### config.mk
export PLATFORM = sky130hd
export DESIGN_NAME = led_pattern_arbiter
export DESIGN_NICKNAME = d
export VERILOG_FILES = /design/src/rtl/led_pattern_arbiter.sv
export SDC_FILE = /design/constraint.sdc
export NUM_CORES = 1
export LEC_CHECK = 0
export ABC_AREA = 1
export ABC_CLOCK_PERIOD_IN_PS = 1800
export BUFFER_PORTS_ARGS = -buffer_cell sky130_fd_sc_hd__buf_2
export CORE_MARGIN = 5
export CORE_UTILIZATION = 55
export CTS_CLUSTER_SIZE = 24
export DETAILED_ROUTE_END_ITERATION = 10
export HOLD_SLACK_MARGIN = 0.12
export PLACE_DENSITY = 0.77
export SLEW_MARGIN = 10
export SYNTH_ARGS = -nofsm -noshare
export SYNTH_HDL_FRONTEND = slang
export SYNTH_SLANG_ARGS = --single-unit
### constraint.sdc
create_clock -name CLK -period 1.8 [get_ports CLK]
set_input_delay 0.36 -clock CLK [delete_from_list [all_inputs] [get_ports CLK]]
set_output_delay 0.36 -clock CLK [all_outputs]
set_load 0.05 [all_outputs]
### src/rtl/led_pattern_arbiter.sv
// led_pattern_arbiter: shares one user LED between NREQ requesters.
// Round-robin selects a requester and latches its 32-slot pattern, which is
// then played LSB-first at one slot per TICK_DIV clocks. A dark gap of
// GAP_TICKS slots follows every pattern, whether it completed or was aborted.
//
// state | meaning
// IDLE  | LED dark, waiting for any request; arbitrates and latches on request
// PLAY  | winner granted, LED follows latched pattern bit for current slot
// GAP   | LED dark for GAP_TICKS slots, requests ignored
module led_pattern_arbiter #(
  parameter int NREQ      = 2,
  parameter int TICK_DIV  = 2097152,
  parameter int GAP_TICKS = 4
) (
  input  logic                 CLK,
  input  logic                 RST,
  input  logic [NREQ-1:0]      REQ,
  input  logic [32*NREQ-1:0]   PATTERN,
  output logic [NREQ-1:0]      GRANT,
  output logic [NREQ-1:0]      DONE,
  output logic                 LED,
  output logic                 BUSY
);

  localparam int PW       = $clog2(NREQ);
  localparam int TW       = $clog2(TICK_DIV);
  localparam int GW       = (GAP_TICKS > 1) ? $clog2(GAP_TICKS) : 1;
  localparam int GAP_LAST = (GAP_TICKS > 0) ? GAP_TICKS - 1 : 0;

  typedef enum logic [1:0] {
    S_IDLE = 2'd0,
    S_PLAY = 2'd1,
    S_GAP  = 2'd2
  } state_t;

  state_t          state_q, state_d;
  logic [31:0]     pat_q, pat_d;
  logic [PW-1:0]   rr_ptr_q, rr_ptr_d;
  logic [TW-1:0]   tick_q, tick_d;
  logic [4:0]      slot_q, slot_d;
  logic [GW-1:0]   gap_q, gap_d;
  logic [NREQ-1:0] done_q, done_d;

  logic            win_found;
  int              win_idx;
  logic            tick_wrap;

  assign tick_wrap = (tick_q == TW'(TICK_DIV - 1));

  // Round-robin search starting one past the last granted index.
  always_comb begin
    int cand;
    win_found = 1'b0;
    win_idx   = 0;
    cand      = 0;
    for (int off = 1; off <= NREQ; off++) begin
      cand = int'(rr_ptr_q) + off;
      if (cand >= NREQ) cand = cand - NREQ;
      if (!win_found && REQ[cand]) begin
        win_found = 1'b1;
        win_idx   = cand;
      end
    end
  end

  // State register and datapath registers; synchronous reset.
  always_ff @(posedge CLK) begin
    if (RST) begin
      state_q  <= S_IDLE;
      pat_q    <= '0;
      rr_ptr_q <= PW'(NREQ - 1);
      tick_q   <= '0;
      slot_q   <= '0;
      gap_q    <= '0;
      done_q   <= '0;
    end else begin
      state_q  <= state_d;
      pat_q    <= pat_d;
      rr_ptr_q <= rr_ptr_d;
      tick_q   <= tick_d;
      slot_q   <= slot_d;
      gap_q    <= gap_d;
      done_q   <= done_d;
    end
  end

  // Next-state logic: arbitration, slot/tick sequencing, abort and gap timing.
  always_comb begin
    state_d  = state_q;
    pat_d    = pat_q;
    rr_ptr_d = rr_ptr_q;
    tick_d   = tick_q;
    slot_d   = slot_q;
    gap_d    = gap_q;
    done_d   = '0;

    case (state_q)
      S_IDLE: begin
        if (win_found) begin
          pat_d    = PATTERN[32*win_idx +: 32];
          rr_ptr_d = PW'(win_idx);
          tick_d   = '0;
          slot_d   = '0;
          state_d  = S_PLAY;
        end
      end

      S_PLAY: begin
        // An abort on the final tick wins over completion: the requester
        // withdrew before the pattern was fully shown.
        if (!REQ[rr_ptr_q]) begin
          tick_d  = '0;
          slot_d  = '0;
          gap_d   = '0;
          state_d = (GAP_TICKS == 0) ? S_IDLE : S_GAP;
        end else if (tick_wrap) begin
          tick_d = '0;
          if (slot_q == 5'd31) begin
            done_d[rr_ptr_q] = 1'b1;
            slot_d  = '0;
            gap_d   = '0;
            state_d = (GAP_TICKS == 0) ? S_IDLE : S_GAP;
          end else begin
            slot_d = slot_q + 5'd1;
          end
        end else begin
          tick_d = tick_q + TW'(1);
        end
      end

      S_GAP: begin
        if (tick_wrap) begin
          tick_d = '0;
          if (gap_q == GW'(GAP_LAST)) begin
            gap_d   = '0;
            state_d = S_IDLE;
          end else begin
            gap_d = gap_q + GW'(1);
          end
        end else begin
          tick_d = tick_q + TW'(1);
        end
      end

      default: begin
        state_d = S_IDLE;
      end
    endcase
  end

  // Outputs decoded from registered state only.
  always_comb begin
    GRANT = '0;
    if (state_q == S_PLAY) GRANT[rr_ptr_q] = 1'b1;
    LED   = (state_q == S_PLAY) && pat_q[slot_q];
    BUSY  = (state_q != S_IDLE);
    DONE  = done_q;
  end

endmodule

==> out/metrics.cfg, run 1 <==
[status]
status = finished with violations
violations = setup timing

[clocking]
htreeDepth = 3
postCtsHoldBufs = 0
clkSinkCount = 65
clock_path_buffers = 2
cts-root-buf = clkbuf_8
clk_pin_slew_ps = 70
tritoncts = built
cts_buffers = 9
clkLatencyLatePin_ps = 340

[global_route]
grt_pass1_vias = 3467
grt_overflow_total = 0
track_usage = 0.2128
antenna_found_initial = 0
grt_pass1_wl_microns = 14920
grt_max_degree = 65

[worst_setup_path]
cp_max_fo = 11
reg2reg_to = slot_q[2]$_SDFFE_PP0P_
critPathArrivalTime_ps = 1660
startpoint = slot_q[1]$_SDFFE_PP0P_
worstPathRequired_ps = 1440
worst_setup_path_start_kind = register
reg2reg_depth = 11
worst-setup-path-type = reg -> out
critPathCaptureType = primary output
r2r_start = slot_q[0]$_SDFFE_PP0P_
rrSetupSlack_ps = 10

[power]
clock_power_share = 0.223
p_leak_nw = 1.923
seqPwrFrac = 0.365
pwr-share-comb = 0.413
power_density_mw_per_mm2 = 1187
power_switching_w = 0.002205
p_int_w = 0.003175
ir_drop_v = 0.0007304
swShare = 0.4099

[floorplan]
die_height_microns = 91.94
ios = 74
initial_core_util = 0.5749
die_w_microns = 91.94
row_count = 29
dieArea_sq_mm = 0.008452
core_sq_mm = 0.006422

[logic_synthesis]
yosysMostFrequentCell = nand2_1
synth-async-reset-ratio = 0
synth_seq_area_share = 0.3524
synth.area.top_cells = dfxtp_1, nand2_1, o21ai_0
ys.flop_type = dfxtp_1
synth_top_area_share = 0.3524
synth_commonest_cells = nand2_1, dfxtp_1, o21ai_0
synth_top_cell_by_area = dfxtp_1
syn_nets = 615
yosysUniqueCellTypes = 33
synth_area_sq_mm = 0.003692
yosys_warnings = 0
syn_area_per_cell_sq_um = 6.850
synth-seq-cells = 65
synth-edff-count = 0
synthCells = 539

[hold_path]
min_to = pat_q[23]$_SDFFE_PP0P_
hold_start = PATTERN[55]
hold_path.class = in -> reg
hold_depth = 3

[sta]
hold_viol = 0
rsz0062_at_grt = true
fin_ws_ps = -221.8
setup_violations = 1
worstMarginPinSlew_ps = 319.1
slew_viol_final = 0
min_period_ps = 2022
finClkSkew_ps = 6.219
fmax_mhz = 494.6
fin_tns_setup_ps = -221.8
slew_headroom = 0.7856
fin_crit_sh = 1.123

[routing]
vias = 3778
firstDrtPassIters = 5
drt_wl_total_microns = 8942
via_per_inst = 5.382
drcViolationCount = 0
ant_nets = 0
wl_per_cell_microns = 12.74
drt_first_iter_violations = 208

[finish]
syn_to_final_growth_pct = 22.74
nets = 696
antenna_cells = 0
multi_input_area_sq_mm = 0.002178
fillers = 523
drive_gt1_frac = 0.2736
layout.cells.non_filler = 702
stdcell_area_sq_mm = 0.004532
register_area_sq_mm = 0.001306

[place]
place_inst = 682
place_congestion = 0.8570
dpl_cell_area_sq_mm = 0.004193
dp_hpwl_microns = 6502
portBuffers = 73

[run]
maxCapViolCount = 0

-- timing repair --
item,in CTS,in global routing
buffers inserted,3,0
pin swaps,2,6
gates cloned,0,1
gates resized for setup,19,17
endpoints found under the setup margin,5,20
-- registers in the layout, summed over array words and instances, names as in the netlist --
signal and flops:
gap_q 2, tick_q 21, state_q 2, DONE 2, pat_q 32, rr_ptr_q 1
slot_q 5
-- layout make-up --
| type | count | area share |
|---|---|---|
| well taps | 77 | 0.02126 |
| inverters | 49 | 0.04197 |
| flip-flops and latches | 65 | 0.2882 |
| multi-input cells | 401 | 0.4807 |
| repair buffers | 94 | 0.1253 |
| clock buffers | 14 | 0.04031 |
| clock inverters | 2 | 0.002209 |
-- cell families after synthesis --
logic type / count (synthesis) / share of synthesized area
and+or+nand+nor: 277 / 0.3507
DFF: 65 / 0.3524
AOI/OAI and AO/OA: 110 / 0.1691
adders and majority gates: 8 / 0.02711
xor gates and xnor gates: 6 / 0.01627
buffers and inverters: 73 / 0.08438
-- worst max path at each step --
stage                             end  slack [ps]  depth (start not counted)
6_report                          LED        -220                          9
3_5_place_dp                      LED         -60                          9
4_1_cts                           LED        -220                         11
2_1_floorplan  tick_q[2]$_SDFFE_PP0P_          40                          9
3_3_place_gp                      LED           8                          9
5_1_grt                           LED        -310                         10
-- worst max-delay path, cell delays in order, from the launching register on --
cell      delay [ps]
dfxtp_4          380
buf_4            140
nor2_1           110
o21ai_0           90
o211ai_1          90
nand3_1          110
nand2_1          100
nand2_2           60
nor2_4            90
buf_8            150
-- cells in the final DEF (no fill, tap or decap), drive strengths merged, types with 2 or more instances in the layout --
master	netlist	final
nor3	12	12
o22ai	2	2
clkinv	0	2
inv	49	48
buf	13	94
nor4	2	2
a31oi	32	32
o21ai	52	52
nand4	9	9
o21bai	2	2
nand3	30	30
dfxtp	65	65
ha	8	8
xor2	5	5
nand2	159	159
clkbuf	11	14
nor2	64	64
a21oi	16	16
o211ai	4	4
-- power groups by stage --
| stage | Clock [W] | Combinational [W] | Sequential (W) |
|---|---|---|---|
| 2_1_floorplan | 0 | 0.00166 | 0.00190 |
| 4_1_cts | 0.00123 | 0.00215 | 0.00195 |
| 3_5_place_dp | 0 | 0.00205 | 0.00197 |
| 5_1_grt | 0.00129 | 0.00247 | 0.00199 |
| 3_3_place_gp | 0 | 0.00200 | 0.00197 |
| 6_report | 0.00120 | 0.00222 | 0.00196 |
-- routing by layer --
layer	GRT usage	wire length (microns)	vias to the layer above
li1	-	-	1946
met1	0.2576	3820	1717
met2	0.3717	4514	102
met3	0.04092	481	13
met4	0.08416	127	0
met5	0	0	-
-- metrics by stage --
stage	power (W)	setup WS [ps]	utilization	hold slack, ps
after floorplan	0.003556	43.68	-	428.9
after global placement	0.003974	7.680	0.6528	438.8
after detailed placement	0.004026	-62.31	0.6528	456.4
after CTS	0.005326	-215.2	0.6955	268.3
after global routing	0.005754	-310.9	0.7056	280.0
final	0.005380	-221.8	0.7056	281.2
(Power assumes the default switching activity.)
==> run 2: changes to the inputs <==
==> constraint.sdc (replaced) <==
create_clock -name CLK -period 1.8 [get_ports CLK]
set_input_delay 0.18 -clock CLK [delete_from_list [all_inputs] [get_ports CLK]]
set_output_delay 0.18 -clock CLK [all_outputs]
set_load 0.05 [all_outputs]
==> out/metrics.cfg, run 2 (synthesized netlist as in run 1, its figures left out) <==
[hold_path]
hold_depth = 3  ; unchanged
hold_start = PATTERN[41]  ; was PATTERN[55]
min_to = pat_q[9]$_SDFFE_PP0P_  ; was pat_q[23]$_SDFFE_PP0P_
hold_path.class = in -> reg  ; unchanged

[worst_setup_path]
reg2reg_depth = 10  ; was 11
worstPathRequired_ps = 1620  ; was 1440 ps
reg2reg_to = slot_q[2]$_SDFFE_PP0P_  ; unchanged
worst_setup_path_start_kind = register  ; unchanged
cp_max_fo = 8  ; was 11
worst-setup-path-type = reg -> out  ; unchanged
critPathArrivalTime_ps = 1790  ; was 1660 ps
critPathCaptureType = primary output  ; unchanged
r2r_start = slot_q[0]$_SDFFE_PP0P_  ; unchanged
rrSetupSlack_ps = 20  ; was 10 ps

[routing]
drcViolationCount = 0  ; unchanged
drt_first_iter_violations = 236  ; was 208
wl_per_cell_microns = 14.66  ; was 12.74 microns
route.met2.wl_microns = 5694  ; was 4514 microns
top_layer = met4  ; unchanged
dr_wl_met3_microns = 661  ; was 481 microns
drt_wl_total_microns = 11160  ; was 8942 microns
vias = 4223  ; was 3778
via_per_inst = 5.549  ; was 5.382
firstDrtPassIters = 5  ; unchanged
wl_met1_microns = 4446  ; was 3820 microns
ant_nets = 0  ; unchanged

[global_route]
grt_pass1_wl_microns = 17980  ; was 14920 microns
antenna_found_initial = 0  ; unchanged
grt_overflow_total = 0  ; unchanged
grt_max_degree = 65  ; unchanged
track_usage = 0.2598  ; was 0.2128
grt_pass1_vias = 4182  ; was 3467

[floorplan]
initial_core_util = 0.5749  ; unchanged
die_w_microns = 91.94  ; unchanged
ios = 74  ; unchanged
die_height_microns = 91.94  ; unchanged
row_count = 29  ; unchanged
dieArea_sq_mm = 0.008452  ; unchanged
core_sq_mm = 0.006422  ; unchanged

[place]
dpl_cell_area_sq_mm = 0.004138  ; was 0.004193 sq mm
place_congestion = 0.9055  ; was 0.8570
dp_slack_ps = -18.35  ; was -62.31 ps
dp_hpwl_microns = 6447  ; was 6502 microns
place_inst = 677  ; was 682
portBuffers = 73  ; unchanged

[clocking]
clk_pin_slew_ps = 70  ; about the same
cts_buffers = 9  ; unchanged
clkSinkCount = 65  ; unchanged
clkLatencyLatePin_ps = 340  ; about the same
tritoncts = built  ; unchanged
htreeDepth = 3  ; unchanged
clock_path_buffers = 2  ; unchanged
cts-root-buf = clkbuf_8  ; unchanged

[sta]
fin_ws_ps = -169.3  ; was -221.8 ps
fin_crit_sh = 1.094  ; was 1.123
hold_viol = 0  ; unchanged
fin_tns_setup_ps = -169.3  ; was -221.8 ps
slew_headroom = 0.7528  ; was 0.7856
worstMarginPinSlew_ps = 370.3  ; was 319.1 ps
rsz0062_at_grt = true  ; unchanged
slew_viol_final = 0  ; unchanged
finClkSkew_ps = 9.703  ; was 6.219 ps
setup_violations = 1  ; unchanged
fmax_mhz = 507.8  ; was 494.6 MHz
min_period_ps = 1969  ; was 2022 ps
holdWs_ps = 135.6  ; was 281.2 ps

[finish]
syn_to_final_growth_pct = 39.88  ; was 22.74%
drive_gt1_frac = 0.2383  ; was 0.2736
top_register = pat_q  ; unchanged
layout_common_cells = nand2_1, buf_2, dfxtp_1, dlygate4sd3_1  ; was nand2_1, buf_2, dfxtp_1
register_area_sq_mm = 0.001309  ; was 0.001306 sq mm
largest_reg_flops = 32  ; unchanged
nets = 755  ; was 696
fillers = 422  ; was 523
antenna_cells = 0  ; unchanged
final_common_cell = nand2_1  ; unchanged
stdcell_area_sq_mm = 0.005165  ; was 0.004532 sq mm
largest_registers = pat_q (32), tick_q (21), slot_q (5)  ; unchanged
multi_input_area_sq_mm = 0.002136  ; was 0.002178 sq mm
layout.cells.non_filler = 761  ; was 702

[status]
violations = setup timing  ; unchanged
status = finished with violations  ; unchanged

[power]
p_leak_nw = 2.164  ; was 1.923 nW
ir_drop_v = 0.0008627  ; was 0.0007304 V
power_density_mw_per_mm2 = 1135  ; was 1187 mW/mm^2

[run]
maxCapViolCount = 0  ; unchanged

## run 2: changes by cell type in the layout (fill, tap and decap cells not counted), sizes merged
| cell | previous run | this run |
|---|---|---|
| clkinv | 2 | 1 |
| clkinvlp | 1 | 6 |
| buf | 94 | 87 |
| clkbuf | 14 | 12 |
| dlygate4sd3 | 0 | 63 |
| inv | 48 | 46 |
| bufinv | 0 | 3 |
## run 2: repair_timing
| item | 4_1_cts | 5_1_grt |
|---|---|---|
| buffers inserted | 2 | 0 |
| gates cloned | 2 | 1 |
| endpoints found under the setup margin | 3 | 52 |
| resized for setup | 17 | 18 |
| hold buffers | 63 | 0 |
| pin swaps | 6 | 0 |
| hold endpoints to repair | 34 | 0 |
## run 2: worst max path at each step
stage	startpoint	slack (ps)	to	cells past startpoint
2_1_floorplan	state_q[0]$_SDFFE_PP0P_	40	tick_q[2]$_SDFFE_PP0P_	9
4_1_cts	slot_q[0]$_SDFFE_PP0P_	-140	LED	9
3_5_place_dp	slot_q[1]$_SDFFE_PP0P_	-20	state_q[0]$_SDFFE_PP0P_	9
6_report	slot_q[0]$_SDFFE_PP0P_	-170	LED	9
3_3_place_gp	slot_q[1]$_SDFFE_PP0P_	70	state_q[0]$_SDFFE_PP0P_	9
5_1_grt	slot_q[0]$_SDFFE_PP0P_	-300	LED	11
## run 2: layout make-up
class                   count  share of cell area
well taps                  77             0.01865
clock buffers              11             0.02737
inverters                  49             0.03779
clock inverters             5             0.01986
multi-input cells         401              0.4135
repair inverters            2            0.002907
flip-flops and latches     65              0.2534
repair buffers            151              0.2265
## run 2: per-layer routing
| metal | vias to the layer above | global-route usage |
|---|---|---|
| met5 | - | 0 |
| met4 | 0 | 0.1126 |
| met3 | 41 | 0.06383 |
| met2 | 154 | 0.4672 |
| met1 | 1957 | 0.2907 |
| li1 | 2071 | - |
## run 2: metrics by stage
| step | util | power (W) |
|---|---|---|
| global placement | 0.6443 | 0.003971 |
| CTS | 0.7937 | 0.005714 |
| floorplan | - | 0.003553 |
| global route | 0.8042 | 0.006197 |
| finish | 0.8042 | 0.005861 |
| detailed placement | 0.6443 | 0.004024 |
## run 2: power breakdown
group          switching (W)  internal (W)
registers           0.000205       0.00175
logic                0.00153      0.000860
clock network       0.000557      0.000956
## run 2: worst max-delay path: stages (launching register included)
cell	delay (ps)
dfxtp_4	420
buf_4	140
clkinvlp_4	170
o21ai_1	200
o211ai_1	100
nand3_1	100
nand2_1	60
nand2_1	70
nor2_2	50
buf_6	150
